$ cat src/rtl/aes_serial_scheduler.sv
// ---------------------------------------------------------------------------
// aes_serial_scheduler
//
// Shares one bit-serial AES core between two requesters. Each job is granted
// round-robin, then the 128-bit text and the key are shifted into the core
// LSB first with cs high. The scheduler waits for the core's finished flag,
// shifts the 128-bit result back out of the core, and presents it tagged with
// the requester id. If finished never arrives within TIMEOUT cycles, the job
// completes with an error response and zero data.
//
// Parameters:
//   Nk       key length in 32-bit words; LOAD_LEN = 128 + 32*Nk. Nk up to 8
//            keeps LOAD_LEN within the reach of the 9-bit bit counter.
//   TIMEOUT  maximum number of cycles spent waiting for finished.
//
// Ports:
//   clk, rst             clock (posedge) and asynchronous active-low reset
//   req0_valid/ready     requester 0 handshake; ready only in IDLE, winner only
//   req0_text, req0_key  requester 0 job payload, sampled at the accept edge
//   req1_*               same for requester 1
//   rsp_valid/ready      result handshake
//   rsp_id               requester that owns the result
//   rsp_data             128-bit result block (zero on timeout)
//   rsp_err              job timed out
//   busy                 scheduler is not idle
//   cs, miso             chip select and serial data towards the core
//   mosi, finished       serial data and done flag from the core
// ---------------------------------------------------------------------------
module aes_serial_scheduler #(
  parameter int Nk      = 4,
  parameter int TIMEOUT = 1024
) (
  input  logic              clk,
  input  logic              rst,
  input  logic              req0_valid,
  output logic              req0_ready,
  input  logic [127:0]      req0_text,
  input  logic [32*Nk-1:0]  req0_key,
  input  logic              req1_valid,
  output logic              req1_ready,
  input  logic [127:0]      req1_text,
  input  logic [32*Nk-1:0]  req1_key,
  output logic              rsp_valid,
  input  logic              rsp_ready,
  output logic              rsp_id,
  output logic [127:0]      rsp_data,
  output logic              rsp_err,
  output logic              busy,
  output logic              cs,
  output logic              miso,
  input  logic              mosi,
  input  logic              finished
);

  localparam int KEY_W    = 32 * Nk;
  localparam int LOAD_LEN = 128 + KEY_W;
  localparam int TW       = (TIMEOUT > 1) ? $clog2(TIMEOUT) : 1;

  localparam logic [8:0]    LOAD_LAST = 9'(LOAD_LEN - 1);
  localparam logic [8:0]    READ_LAST = 9'd127;
  localparam logic [TW-1:0] TMO_LAST  = TW'(TIMEOUT - 1);

  typedef enum logic [2:0] {
    IDLE,
    LOAD,
    WAIT,
    READ,
    RESP
  } state_t;

  state_t              state;
  state_t              state_next;
  logic [LOAD_LEN-1:0] shift_q;
  logic [8:0]          bit_cnt;
  logic [TW-1:0]       tmo_cnt;
  // Requester granted most recently; reset to 1 so requester 0 wins the
  // first tie.
  logic                last_grant;

  assign busy = (state != IDLE);

  always_ff @(posedge clk or negedge rst) begin
    if (!rst) begin
      state <= IDLE;
    end else begin
      state <= state_next;
    end
  end

  // Next-state logic, arbitration and the core-facing strobes. All outputs
  // decode straight from registered state, so reset clears them at once.
  always_comb begin
    state_next = state;
    req0_ready = 1'b0;
    req1_ready = 1'b0;
    cs         = 1'b0;
    miso       = 1'b0;
    rsp_valid  = 1'b0;
    case (state)
      IDLE: begin
        if (req0_valid && req1_valid) begin
          req0_ready = last_grant;
          req1_ready = !last_grant;
        end else begin
          req0_ready = req0_valid;
          req1_ready = req1_valid;
        end
        if (req0_ready || req1_ready) begin
          state_next = LOAD;
        end
      end
      LOAD: begin
        cs   = 1'b1;
        miso = shift_q[0];
        if (bit_cnt == LOAD_LAST) begin
          state_next = WAIT;
        end
      end
      WAIT: begin
        // A finished seen on the last allowed cycle still counts as success.
        if (finished) begin
          state_next = READ;
        end else if (tmo_cnt == TMO_LAST) begin
          state_next = RESP;
        end
      end
      READ: begin
        cs = 1'b1;
        if (bit_cnt == READ_LAST) begin
          state_next = RESP;
        end
      end
      RESP: begin
        rsp_valid = 1'b1;
        if (rsp_ready) begin
          state_next = IDLE;
        end
      end
      default: state_next = IDLE;
    endcase
  end

  // Counters, payload shift register and the response registers.
  always_ff @(posedge clk or negedge rst) begin
    if (!rst) begin
      shift_q    <= '0;
      bit_cnt    <= '0;
      tmo_cnt    <= '0;
      last_grant <= 1'b1;
      rsp_id     <= 1'b0;
      rsp_data   <= '0;
      rsp_err    <= 1'b0;
    end else begin
      // The bit counter restarts on every state entry, so LOAD and READ each
      // count from zero.
      if (state_next != state) begin
        bit_cnt <= '0;
      end else if (state == LOAD || state == READ) begin
        bit_cnt <= bit_cnt + 9'd1;
      end

      if (state == WAIT && state_next == WAIT) begin
        tmo_cnt <= tmo_cnt + TW'(1);
      end else begin
        tmo_cnt <= '0;
      end

      case (state)
        IDLE: begin
          if (req1_ready) begin
            shift_q    <= {req1_key, req1_text};
            rsp_id     <= 1'b1;
            last_grant <= 1'b1;
          end else if (req0_ready) begin
            shift_q    <= {req0_key, req0_text};
            rsp_id     <= 1'b0;
            last_grant <= 1'b0;
          end
        end
        LOAD: begin
          // Text sits in the low bits and the key above it, so shifting
          // right presents text LSB first followed by the key.
          shift_q <= {1'b0, shift_q[LOAD_LEN-1:1]};
        end
        WAIT: begin
          if (finished) begin
            rsp_err <= 1'b0;
          end else if (tmo_cnt == TMO_LAST) begin
            rsp_err  <= 1'b1;
            rsp_data <= '0;
          end
        end
        READ: begin
          // Shift in at the top: after 128 cycles the bit from READ cycle k
          // lands in position k.
          rsp_data <= {mosi, rsp_data[127:1]};
        end
        default: begin
        end
      endcase
    end
  end

endmodule

$ cat config.mk
export PLATFORM = sky130hd
export DESIGN_NAME = aes_serial_scheduler
export DESIGN_NICKNAME = d
export VERILOG_FILES = /design/src/rtl/aes_serial_scheduler.sv
export SDC_FILE = /design/constraint.sdc
export NUM_CORES = 1
export LEC_CHECK = 0
export BUFFER_PORTS_ARGS = -buffer_cell sky130_fd_sc_hd__buf_2
export CORE_AREA = 5 5 251 253
export DETAILED_ROUTE_END_ITERATION = 6
export DIE_AREA = 0 0 256 258
export GPL_ROUTABILITY_DRIVEN = 1
export PLACE_DENSITY = 0.58
export REMOVE_ABC_BUFFERS = 1
export SLEW_MARGIN = 20
export SYNTH_ARGS = -nofsm -noshare
export SYNTH_HDL_FRONTEND = slang
export SYNTH_SLANG_ARGS = --single-unit
$ cat constraint.sdc
create_clock -name clk -period 1.7 [get_ports clk]
set_input_delay 0.34 -clock clk [delete_from_list [all_inputs] [get_ports clk]]
set_output_delay 0.34 -clock clk [all_outputs]
set_load 0.02 [all_outputs]
==> run metrics <==
via count between 20000 and 25000; initial drt markers 1928; htree depth 2; worst setup path start state[2]$_DFF_PN0_; Worst-Margin Slew 614.3 ps; setup slack after layout -441.3 ps; Crit path largest cell delay 410 ps; Tmin final 2141 ps; Syn Std Cell Area 18930 um^2; std cell rows 91; fin cells 3524; DR pass1 iterations 7; Clock Skews 14.18 ps; core region area roughly 60000 um^2; DP HPWL 50110 um; post-synthesis async set-or-reset flop share 1.000; largest net degree at the start of global routing 104; initial antenna violation count 13; remaining global-route overflow 0; CTS sink cnt 409; most frequent cell after synthesis nand3_1; Placer Congestion 0.8719; io pins 655; P&R area growth vs syn 75.28%; Post-synth EDFFs 0; die area ~66000 um^2; die width between 200 and 300 um; cell count of the worst reg-to-reg path 10; Crit Reg-Reg Startpoint state[2]$_DFF_PN0_; Fin. Hold Viols 0; DR DRC count 3; Synth cell types 42; vias in the first global route 20450; Syn. warnings 0; Setup crit end kind output port; Synth area leaders dfrtp_1, nand3_1, o221ai_1; Longest Clk Path Bufs 3; Yosys reg bits 409; TritonCTS clock tree yes; status finished, violations left; synth cell count leaders nand3_1, dfrtp_1, nand2_1; Post-synth top flop dfrtp_1; VDD IR max 0.0006000 V; total negative slack -62360 ps; Slew HR 0.5905; Slew Limit Fails 0; Data arrival, critical path 1800 ps; Initial Util 0.3114; Clock Pin Slew Worst Setup and Hold Paths roughly 60 ps; RSZ-0062 raised after global routing yes; port bufs about 650; layout cells sized above 1 0.5998; routed wire length 93120 um; CP Capture Point req1_ready; vias per cell 5.884; drt wl/cell 26.43 um; Inst Count DP 3261; Global Route Usage Sum 0.2348; register-to-register setup slack -390 ps; fin util 0.5458; Worst R2R End shift_q[134]$_DFFE_PN0P_; final total power 25360 uW; CP most frequent cell buf_6; violated checks design-rule violations, negative setup slack; synthesized area per cell 10.08 um^2; top-area cell type share of the netlist area 0.5393; fillers 4993; Die Ht 258 um; nature of the critical path startpoint flop; # nets final 3206; CP max FO 2; number of CTS-inserted buffers 47; power per cell area 764.1 nW/um^2; CP Data Required Time 1360 ps; period utilization 1.260; min-delay worst type in -> reg; Static Leakage 0.01496 uW; critical path, cell by cell buf_6, nor3_4, buf_6, nand2_8, buf_12, clkinv_8, buf_8; Final ANT Viol Nets 0; clk root buf clkbuf_16; Max Cap Violations 0; first-pass GRT wire length between 100000 and 150000 um; final number of setup-violating endpoints about 400; slowest CP cell dfrtp_1; sequential area share after synthesis 0.5407; Clock Latency Late Sink 580 ps; critical path class reg -> out; Max Fclk 467.0 MHz; Post-Syn Instances 1879; Yosys top cell by area dfrtp_1
[where the power goes]
group | leakage [uW] | switching [uW] | internal, uW
Sequential | 0.00515 | 769 | 10600
Clock | 0.000798 | 4330 | 6410
Combinational | 0.00901 | 1850 | 1390
[worst min path at each step]
stage	to	from	slack (ps)	cells after the start
after global placement	rsp_data[126]$_DFFE_PN0P_	rst	320	1
after floorplan	bit_cnt[0]$_DFFE_PN0P_	rst	40	0
after detailed placement	rsp_data[127]$_DFFE_PN0P_	rst	320	1
after CTS	shift_q[94]$_DFFE_PN0P_	req1_text[94]	4	3
after global routing	shift_q[253]$_DFFE_PN0P_	req1_key[125]	5	3
final	shift_q[124]$_DFFE_PN0P_	req1_text[124]	30	3
[stage by stage]
stage	worst slack (ps)	hold slack [ps]	area [um^2]
2_1_floorplan	-20930	44.41	17990
3_3_place_gp	-117.8	321.4	23900
3_5_place_dp	-180.0	322.5	23900
4_1_cts	-497.3	4.120	29740
5_1_grt	-547.8	5.312	33180
6_report	-441.3	26.11	33180
[critical path: cells and delay by family, from the launching register on]
kind | cells | cell delay (ps)
buffers and inverters | 5 | 550
flip-flops | 1 | 410
AND/OR/NAND/NOR | 2 | 250
[metal layers]
metal / vias up / global-route usage / part of all wire
met1: 10350 / 0.2966 / 0.37
met3: 319 / 0.04977 / 0.084
li1: 8841 / - / -
met2: 1227 / 0.3998 / 0.49
met4: 2 / 0.08531 / 0.058
met5: - / 0 / 0.00014
[area by class of cell]
class	instances	area (um^2)	area share
clock buffers	73	1466	0.04419
well taps	790	988.4	0.02979
diodes	13	32.53	0.0009803
inverters	9	52.55	0.001584
clock inverters	13	180.2	0.005429
flip-flops and latches	409	10240	0.3085
repair buffers	957	8215	0.2476
multi-input cells	1260	12010	0.3620
[flip-flops by register name, indices dropped and copies added, names as in the netlist]
register,count
bit_cnt,9
last_grant,1
rsp_data,128
rsp_err,1
rsp_id,1
shift_q,256
state,3
tmo_cnt,10
[logic make-up after synthesis]
kind of cell,after synthesis,share of synthesized area
and+or+nand+nor,838,0.2061
DFF,409,0.5407
AOI/OAI and AO/OA,402,0.1919
buffers and inverters,210,0.05135
xor gates and xnor gates,15,0.006940
adders and majority gates,3,0.001983
muxes,2,0.001057
[placed cells by master, fill, tap and decap left out, drive strengths merged, types with 7 or more instances in the layout]
master | synthesis | final
bufbuf | 0 | 7
dfrtp | 408 | 408
buf | 88 | 918
xor2 | 9 | 9
dlygate4sd3 | 0 | 8
diode | 0 | 13
nand2 | 267 | 267
inv | 9 | 9
clkbuf | 113 | 97
nor2 | 18 | 18
o221ai | 255 | 255
nand3 | 517 | 517
nor3 | 11 | 11
a22o | 128 | 128
[what timing repair did]
| item | CTS | global route |
|---|---|---|
| gates resized for setup | 432 | 442 |
| setup buffers | 58 | 32 |
| setup endpoints to repair | 255 | 408 |
| hold buffers | 8 | 0 |
| pin swaps | 243 | 153 |
| hold endpoints to repair | 38 | 0 |
| gates cloned | 54 | 33 |
No activity file was read; power rests on OpenSTA's default activity.
